### src/rtl/nn_fixed_pkg.sv
// Shared fixed-point definitions for the NN datapath blocks: default Q format,
// index sizing helper and the sequencer state encoding.
package nn_fixed_pkg;

   localparam int DEF_DATA_W = 4;
   localparam int DEF_FRAC_W = 1;

   typedef enum logic [1:0] {
      IDLE    = 2'd0,
      COMPUTE = 2'd1,
      DONE    = 2'd2
   } state_t;

   function automatic int index_width(input int n);
      return (n > 1) ? $clog2(n) : 1;
   endfunction

endpackage

### src/rtl/fixed_mult_lane.sv
// One signed DATA_W x DATA_W fixed-point multiply lane with result narrowing.
// `define SATURATE_EN selects clamping (and exposes sat); otherwise sign-preserving truncation.
module fixed_mult_lane
   import nn_fixed_pkg::*;
#(
   parameter int DATA_W = DEF_DATA_W,
   parameter int FRAC_W = DEF_FRAC_W
) (
   input  logic [DATA_W-1:0] a,
   input  logic [DATA_W-1:0] b,
   output logic [DATA_W-1:0] res
`ifdef SATURATE_EN
   ,
   output logic              sat
`endif
);

   logic signed [2*DATA_W-1:0] prod;

   assign prod = $signed(a) * $signed(b);

`ifdef SATURATE_EN
   localparam logic signed [2*DATA_W-1:0] MAX_V = (2*DATA_W)'(2**(DATA_W-1) - 1);
   localparam logic signed [2*DATA_W-1:0] MIN_V = ~MAX_V;

   logic signed [2*DATA_W-1:0] shifted;

   assign shifted = prod >>> FRAC_W;

   always_comb begin
      res = shifted[DATA_W-1:0];
      sat = 1'b0;
      if (shifted > MAX_V) begin
         res = MAX_V[DATA_W-1:0];
         sat = 1'b1;
      end else if (shifted < MIN_V) begin
         res = MIN_V[DATA_W-1:0];
         sat = 1'b1;
      end
   end
`else
   // Keep the product sign, drop the overflow bits between sign and the kept magnitude.
   assign res = {prod[2*DATA_W-1], (DATA_W-1)'(prod >>> FRAC_W)};
`endif

endmodule

### src/rtl/matrix_scalar_mult_seq.sv
// Sequential matrix-by-scalar multiplier: LANES elements per compute cycle.
// `define SATURATE_EN enables clamping and the sticky sat_flag output.
//
// state   | meaning
// IDLE    | waiting for a matrix, in_ready high
// COMPUTE | lanes write results, C cycles
// DONE    | out_mat complete, out_valid high until out_ready
module matrix_scalar_mult_seq
   import nn_fixed_pkg::*;
#(
   parameter int DATA_W = DEF_DATA_W,
   parameter int FRAC_W = DEF_FRAC_W,
   parameter int ROWS   = 3,
   parameter int COLS   = 2,
   parameter int LANES  = 2
) (
   input  logic                          clk,
   input  logic                          rst_n,
   input  logic                          in_valid,
   output logic                          in_ready,
   input  logic [ROWS*COLS*DATA_W-1:0]   in_mat,
   input  logic [DATA_W-1:0]             in_scalar,
   output logic                          out_valid,
   input  logic                          out_ready,
   output logic [ROWS*COLS*DATA_W-1:0]   out_mat,
   output logic                          busy
`ifdef SATURATE_EN
   ,
   output logic                          sat_flag
`endif
);

   localparam int N     = ROWS * COLS;
   localparam int C     = (N + LANES - 1) / LANES;
   localparam int IDX_W = index_width(N);
   localparam int CNT_W = index_width(C);

   state_t              state, state_nxt;
   logic [IDX_W-1:0]    idx;
   logic [CNT_W-1:0]    cnt;
   logic [N*DATA_W-1:0] mat_q;
   logic [DATA_W-1:0]   scalar_q;
   logic [DATA_W-1:0]   res_q    [N];
   logic [DATA_W-1:0]   lane_a   [LANES];
   logic [DATA_W-1:0]   lane_res [LANES];
   logic [LANES-1:0]    lane_en;
   logic                accept;

   assign accept = in_valid && in_ready;

   // Lane l works on element idx+l; lanes past the last element stay gated.
   always_comb begin
      lane_en = '0;
      for (int l = 0; l < LANES; l++) begin
         lane_a[l]  = '0;
         lane_en[l] = (int'(idx) + l) < N;
         for (int e = 0; e < N; e++) begin
            if (int'(idx) + l == e) lane_a[l] = mat_q[(N-1-e)*DATA_W +: DATA_W];
         end
      end
   end

`ifdef SATURATE_EN
   logic [LANES-1:0] lane_sat;
   logic             sat_pend;
`endif

   for (genvar l = 0; l < LANES; l++) begin : g_lane
      fixed_mult_lane #(
         .DATA_W (DATA_W),
         .FRAC_W (FRAC_W)
      ) u_lane (
         .a   (lane_a[l]),
         .b   (scalar_q),
         .res (lane_res[l])
`ifdef SATURATE_EN
         ,
         .sat (lane_sat[l])
`endif
      );
   end

   always_ff @(posedge clk or negedge rst_n) begin
      if (!rst_n) state <= IDLE;
      else        state <= state_nxt;
   end

   always_comb begin
      state_nxt = state;
      in_ready  = 1'b0;
      out_valid = 1'b0;
      busy      = 1'b0;
      case (state)
         IDLE: begin
            in_ready = 1'b1;
            if (in_valid) state_nxt = COMPUTE;
         end
         COMPUTE: begin
            busy = 1'b1;
            if (cnt == '0) state_nxt = DONE;
         end
         DONE: begin
            busy      = 1'b1;
            out_valid = 1'b1;
            if (out_ready) state_nxt = IDLE;
         end
         default: state_nxt = IDLE;
      endcase
   end

   // cnt counts remaining compute cycles down to terminal count zero.
   always_ff @(posedge clk or negedge rst_n) begin
      if (!rst_n) begin
         idx      <= '0;
         cnt      <= '0;
         mat_q    <= '0;
         scalar_q <= '0;
         for (int e = 0; e < N; e++) res_q[e] <= '0;
      end else if (accept) begin
         mat_q    <= in_mat;
         scalar_q <= in_scalar;
         idx      <= '0;
         cnt      <= CNT_W'(C - 1);
      end else if (state == COMPUTE) begin
         idx <= idx + IDX_W'(LANES);
         cnt <= cnt - 1'b1;
         for (int e = 0; e < N; e++) begin
            for (int l = 0; l < LANES; l++) begin
               if (lane_en[l] && (int'(idx) + l == e)) res_q[e] <= lane_res[l];
            end
         end
      end
   end

`ifdef SATURATE_EN
   // Clamp events accumulate over the pass; the flag is published on entry to DONE.
   always_ff @(posedge clk or negedge rst_n) begin
      if (!rst_n) begin
         sat_pend <= 1'b0;
         sat_flag <= 1'b0;
      end else if (accept) begin
         sat_pend <= 1'b0;
         sat_flag <= 1'b0;
      end else if (state == COMPUTE) begin
         sat_pend <= sat_pend | (|(lane_sat & lane_en));
         if (cnt == '0) sat_flag <= sat_pend | (|(lane_sat & lane_en));
      end
   end
`endif

   always_comb begin
      out_mat = '0;
      for (int e = 0; e < N; e++) out_mat[(N-1-e)*DATA_W +: DATA_W] = res_q[e];
   end

endmodule
### config.mk
export PLATFORM = sky130hd
export DESIGN_NAME = matrix_scalar_mult_seq
export DESIGN_NICKNAME = d
export VERILOG_FILES = /design/src/rtl/nn_fixed_pkg.sv /design/src/rtl/fixed_mult_lane.sv /design/src/rtl/matrix_scalar_mult_seq.sv
export SDC_FILE = /design/constraint.sdc
export NUM_CORES = 1
export LEC_CHECK = 0
export CAP_MARGIN = 20
export CORE_MARGIN = 2
export CORE_UTILIZATION = 40
export DETAILED_ROUTE_END_ITERATION = 8
export SYNTH_ARGS = -nofsm -noshare
export SYNTH_HDL_FRONTEND = slang
export SYNTH_SLANG_ARGS = --single-unit
### constraint.sdc
create_clock -name clk -period 9.3 [get_ports clk]
set_input_delay 1.86 -clock clk [delete_from_list [all_inputs] [get_ports clk]]
set_output_delay 1.86 -clock clk [all_outputs]
set_load 0.02 [all_outputs]
### Yosys cells after proc, flatten, opt, wreduce, memory -nomap -nowiden

Index checks and enable logic that the tools add are counted.

| cells by class | value |
|---|---|
| $add $sub $neg | 3 |
| multiply operators | 2 |
| magnitude comparators | 2 |
| equal/unequal tests | 15 |
| muxes and demuxes | 35 |
| bitwise operators | 1 |
| reductions and logical operators | 32 |

Operators with widths:

| kind | count |
|---|---|
| 2-to-1 mux 4 bit | 24 |
| == test 32 x 3 -> 1 bit, second input constant | 2 |
| zero test 32 bit | 2 |
| == test 32 x 2 -> 1 bit, second input constant | 1 |
| == test 32 x 4 -> 1 bit, second input constant | 1 |
| less-than comparator 32 x 4 -> 1 bit, second input constant | 1 |
| AND reduction 3 bit | 7 |
| multiplier 4 x 4 -> 8 bit | 2 |
| nonzero test 2 bit | 7 |
| logical AND 1 bit | 13 |
| == test 3 bit, second input constant | 4 |
| 2-to-1 mux 2 bit | 5 |
| 2-to-1 mux 3 bit | 2 |
| != test 2 bit, second input constant | 3 |
| one-hot mux 2 bit (3 select lines) | 1 |
| adder 3 x 1 -> 4 bit, second input constant | 1 |
| == test 4 x 3 -> 1 bit, second input constant | 1 |
| zero test 2 bit | 2 |
| adder 3 x 2 -> 3 bit, second input constant | 1 |
| == test 3 x 2 -> 1 bit, second input constant | 1 |
| less-than comparator 3 bit, second input constant | 1 |
| 2-to-1 mux 1 bit | 3 |
| == test 2 x 1 -> 1 bit, second input constant | 1 |
| == test 2 bit, second input constant | 1 |
| 3 further kinds | 3 |

| storage, ports and cells | value |
|---|---|
| register bits | 59 |
| bits of input ports | 32 |
| output and inout bits | 27 |
| word-level logic and storage cells | 101 |

### Depth between registers and ports, before layout

| logic depth | value |
|---|---|
| depth after elaboration | 10 |
| depth in mapped cells | 18 |
| depth with buffers taken out | 17 |

### Cells and area by module

A second synthesis with hierarchy kept.

| second synthesis, totals | value |
|---|---|
| cell total of the unflattened synthesis | 288 |
| area, all modules | 3505.9 um^2 |

By module, submodules not included:

| module | times used | cells each | area an instance (um^2) | seq. area each (um^2) |
|---|---|---|---|---|
| matrix_scalar_mult_seq | 1 | 186 | 2532.4 | 1451.4 |
| fixed_mult_lane | 2 | 51 | 486.7 | 0.0 |

### Worst setup path before layout

Ideal clock, no wire load.

| timing path | value |
|---|---|
| kind | register to register |
| start | reg idx[2] |
| end | reg res_q (netlist bit out_mat[15]) |
| library setup time | 0.125 ns |
| data arrival time | 4.241 ns |
| required time | 9.175 ns |
| path slack | 4.934 ns |
| cell stages (with the launch flop) | 19 |
| buffers on the path | 1 |
| clock period less this slack | 4.366 ns |
| path through | dfrtp_1 -> inv_1 -> ha_1 -> buf_6 -> and2b_2 -> a22oi_1 -> o21ai_0 -> or2_2 -> fa_1 -> inv_1 -> fa_1 -> inv_1 -> fa_1 -> inv_1 -> ha_1 -> a21oi_1 -> o21ai_0 -> xnor3_1 -> mux2_2 |

| between the ends | value |
|---|---|
| longest elaborated chain between the ends | 10 |
| elaborated cells between the ends (all ways) | 35 |
| those cells by class | add/sub (1); mul (2); order compare (2); eq/ne (10); mux (14); reduce/logical (6) |

RTL lines:

| item | line | source |
|---|---|---|
| from (decl) | matrix_scalar_mult_seq.sv:39 | `logic [IDX_W-1:0] idx;` |
| from (signal assigned) | matrix_scalar_mult_seq.sv:125 | `idx <= idx + IDX_W'(LANES);` |
| adder 3 x 1 -> 4 bit / zero test 32 bit (equally long branches) | matrix_scalar_mult_seq.sv:56, matrix_scalar_mult_seq.sv:58, matrix_scalar_mult_seq.sv:129 |  |
| zero test 32 bit / 2-to-1 mux 4 bit (equally long branches) | matrix_scalar_mult_seq.sv:58 | `if (int'(idx) + l == e) lane_a[l] = mat_q[(N-1-e)*DATA_W +: DATA_W];` |
| 2-to-1 mux 4 bit (5 in series) | matrix_scalar_mult_seq.sv:58 |  |
| 2-to-1 mux 4 bit / multiplier 4 x 4 -> 8 bit (equally long branches) | matrix_scalar_mult_seq.sv:58, fixed_mult_lane.sv:20 |  |
| multiplier 4 x 4 -> 8 bit / 2-to-1 mux 4 bit (equally long branches) | fixed_mult_lane.sv:20, matrix_scalar_mult_seq.sv:129 |  |
| 2-to-1 mux 4 bit | matrix_scalar_mult_seq.sv:129 | `if (lane_en[l] && (int'(idx) + l == e)) res_q[e] <= lane_res[l];` |
| to (decl) | matrix_scalar_mult_seq.sv:43 | `logic [DATA_W-1:0] res_q [N];` |

Several ways; a longest one is shown, not always the timed one. The select of a mux whose other input is x is not followed.
A chain may end at the register's enable or synchronous reset.

### Worst setup path in the final report

| timing path | value |
|---|---|
| start | reg idx[2] |
| end | reg res_q (netlist bit out_mat[23]) |

| between the ends | value |
|---|---|
| longest elaborated chain between the ends | 10 |
| elaborated cells between the ends (all ways) | 35 |
| those cells by class | add/sub (1); mul (2); order compare (2); eq/ne (10); mux (14); reduce/logical (6) |

RTL lines:

| item | line |
|---|---|
| adder 3 x 1 -> 4 bit / zero test 32 bit (equally long branches) | matrix_scalar_mult_seq.sv:56, matrix_scalar_mult_seq.sv:58, matrix_scalar_mult_seq.sv:129 |
| zero test 32 bit / 2-to-1 mux 4 bit (equally long branches) | matrix_scalar_mult_seq.sv:58, matrix_scalar_mult_seq.sv:129 |
| 2-to-1 mux 4 bit (5 in series) | matrix_scalar_mult_seq.sv:58 |
| 2-to-1 mux 4 bit / multiplier 4 x 4 -> 8 bit (equally long branches) | matrix_scalar_mult_seq.sv:58, fixed_mult_lane.sv:20 |
| multiplier 4 x 4 -> 8 bit / 2-to-1 mux 4 bit (equally long branches) | fixed_mult_lane.sv:20, matrix_scalar_mult_seq.sv:129 |
| 2-to-1 mux 4 bit | matrix_scalar_mult_seq.sv:129 |

Several ways; a longest one is shown, not always the timed one. The select of a mux whose other input is x is not followed.

==> metrics <==
Die Ht 97.71 µm; Die Span X 97.71 µm; largest net degree at the start of global routing 59; FFs w/ async S/R, synth 1.000; initial antenna violation count 0; drt wl/cell 14.68 µm; Sink Count 58; Slew Limit Fails 0; 1st-pass router iterations 5; Worst R2R Path Depth 17; first-pass GRT wire length 11.39 mm; share of cells above drive strength 1 0.2222; DRT iter0 DRCs 73; crit path from idx[2]; number of global-route vias before repair 2282; critical setup path kind reg2reg; root buf cell clkbuf_8; Final Hold Fails 0; syn_area_per_cell 12.45 µm²; Clock Tree Buf Depth 2; GR Overflow Total 0; r2r startpoint idx[2]; hold_buf cts 0; number of synthesized flops with an enable pin 0; Nets 428; post-route ant nets 0; postcts setup bufs 0; fin crit share 0.5181; CP max FO 13; IO Count 59; hold path depth 1; Slew headroom 0.5203; ANT cells 0; H-tree depth 3; Startpoint Class flop; status finished clean; detailed placement HPWL 5.272 mm; Cells after Synth 282; clk slew on worst S/H paths 0.07 ns; Netlist Area Pre-Place 3512 µm²; maxcap violations 0; minimum clock period 4.818 ns; All-Layer GR Usage 0.1507; TritonCTS clock tree yes; met3 WL 318 µm; die area 9546 µm²; warnings from Yosys 0; RSZ-0062 raised after global routing false; worst setup path endpoint out_mat[23]; Initial Utilization 0.4067; Worst setup EP type flop; post-CTS resize count 0; Crit path required time 9.52 ns; GPL Wtd Cong 0.7716; Routed WL 6.738 mm; Syn Nets 364; setup slack, reg-to-reg 4.48 ns; flops & latches, synth 58; Synth Flop Type dfrtp_1; max layer used met4; Routed met2 length 3.208 mm; Fmax 207.6 MHz; post-synthesis sequential area ratio 0.4133; WP data arrival 5.04 ns; number of vias per cell 5.026; M1 WL 3.124 mm; via count 2307; Fin Clk Skew 0.01028 ns; row count 34; min-delay worst type reg2reg; Final setup viols 0; PortBufs 58; RR Endpoint out_mat[23]; Post-route DRC 0; Worst-Margin Slew 0.7195 ns; Post-Route Setup TNS 0 ns; cts bufs inserted 9; Synth cell types 30; core area 8636 µm²; Worst-Skew Late Latency 0.34 ns; Layout area overhead 25.15%
## area by class of cell
| class | instances | area, µm² |
|---|---|---|
| clock inverters | 7 | 77.57 |
| well taps | 108 | 135.1 |
| flip-flops and latches | 58 | 1451 |
| inverters | 22 | 82.58 |
| multi-input cells | 195 | 1934 |
| clock buffers | 9 | 123.9 |
| fillers | 782 | 4240 |
| repair buffers | 60 | 590.6 |
## worst min-delay path by stage
stage | from | slack, ns | endpoint
4_1_cts | out_mat[1] | 0.51 | out_mat[1]
2_1_floorplan | cnt[1] | 0.47 | cnt[1]
5_1_grt | mat_q[1] | 0.53 | mat_q[1]
3_3_place_gp | out_mat[14] | 0.49 | out_mat[14]
3_5_place_dp | out_mat[1] | 0.49 | out_mat[1]
6_report | out_mat[1] | 0.50 | out_mat[1]
## through the flow
step	setup slack (ns)	instance area, µm²	hold slack, ns	util	cells
after detailed placement	4.439	4194	0.4922	0.4857	443
after floorplan	4.934	3512	0.4673	-	282
after global routing	4.142	4395	0.5265	0.5090	459
after CTS	4.473	4395	0.5084	0.5090	459
final	4.482	4395	0.5032	0.5090	459
after global placement	4.612	4194	0.4889	0.4857	443
## cells in the mapped netlist, types with 2 or more instances
| cell type | number | area (µm²) |
|---|---|---|
| dfrtp_1 | 58 | 1451 |
| mux2_2 | 53 | 596.8 |
| ha_1 | 34 | 425.4 |
| inv_1 | 21 | 78.83 |
| and2_1 | 16 | 100.1 |
| fa_1 | 16 | 320.3 |
| nand2_1 | 16 | 60.06 |
| o21ai_0 | 10 | 50.05 |
| a21oi_1 | 8 | 40.04 |
| a22oi_1 | 8 | 60.06 |
| xnor2_1 | 6 | 52.55 |
| nand3_1 | 5 | 25.02 |
| nor2_1 | 5 | 18.77 |
| and2b_2 | 2 | 17.52 |
| buf_1 | 2 | 7.510 |
| buf_2 | 2 | 10.01 |
| buf_6 | 2 | 22.52 |
| nand3b_1 | 2 | 15.01 |
| o21bai_1 | 2 | 15.01 |
| or2_2 | 2 | 12.51 |
| xnor3_1 | 2 | 45.04 |
| xor2_1 | 2 | 17.52 |
## sequential cells by signal, indices dropped and copies added (netlist names)
signal and flops:
state 2, idx 2, out_mat 24, cnt 2
scalar_q 4, mat_q 24
## placed cells by master (no fill, tap or decap), drive strengths merged
cell type / n
dfrtp: 58
buf: 3
mux2: 53
nand2b: 1
bufinv: 1
xnor3: 2
a21oi: 9
xnor2: 6
nand2: 16
nor2: 5
o21ai: 10
inv: 22
mux2i: 1
clkdlybuf4s50: 57
and2b: 2
a22oi: 8
ha: 34
clkbuf: 9
or2: 2
xor2: 2
clkinv: 2
clkinvlp: 4
fa: 16
a221o: 2
o221ai: 1
and2: 16
o21bai: 2
nand3b: 2
nand3: 5
## metal layers
layer	GRT usage	vias up
met5	0	-
met4	0.04808	0
met3	0.03741	6
met2	0.2377	57
met1	0.2057	1143
li1	-	1101
## worst max-delay path, stage by stage, from the launching register on
cell and delay, ns:
dfrtp_1 0.42, inv_1 0.12, ha_1 0.44, and2b_2 0.29, a22oi_1 0.16, o21ai_0 0.17
or2_2 0.35, fa_1 0.51, inv_1 0.06, fa_1 0.52, inv_1 0.05, fa_1 0.50
inv_1 0.04, ha_1 0.18, a21oi_1 0.11, o21ai_0 0.12, xnor3_1 0.38, mux2_2 0.28
## cells by family (layout without fill, tap and decap cells)
kind of cell    after synthesis  in the layout  share of synthesized area
compound gates               32             32                    0.06021
xor+xnor                     10             10                    0.03278
simple gates                 49             49                    0.07268
mux                          54             54                     0.1728
buf+inv                      29             98                    0.03598
fa+ha+maj                    50             50                     0.2123
flops                        58             58                     0.4133
Power is not shown: default switching activity piles up to over one toggle a cycle in this logic, so the estimate is an artifact.
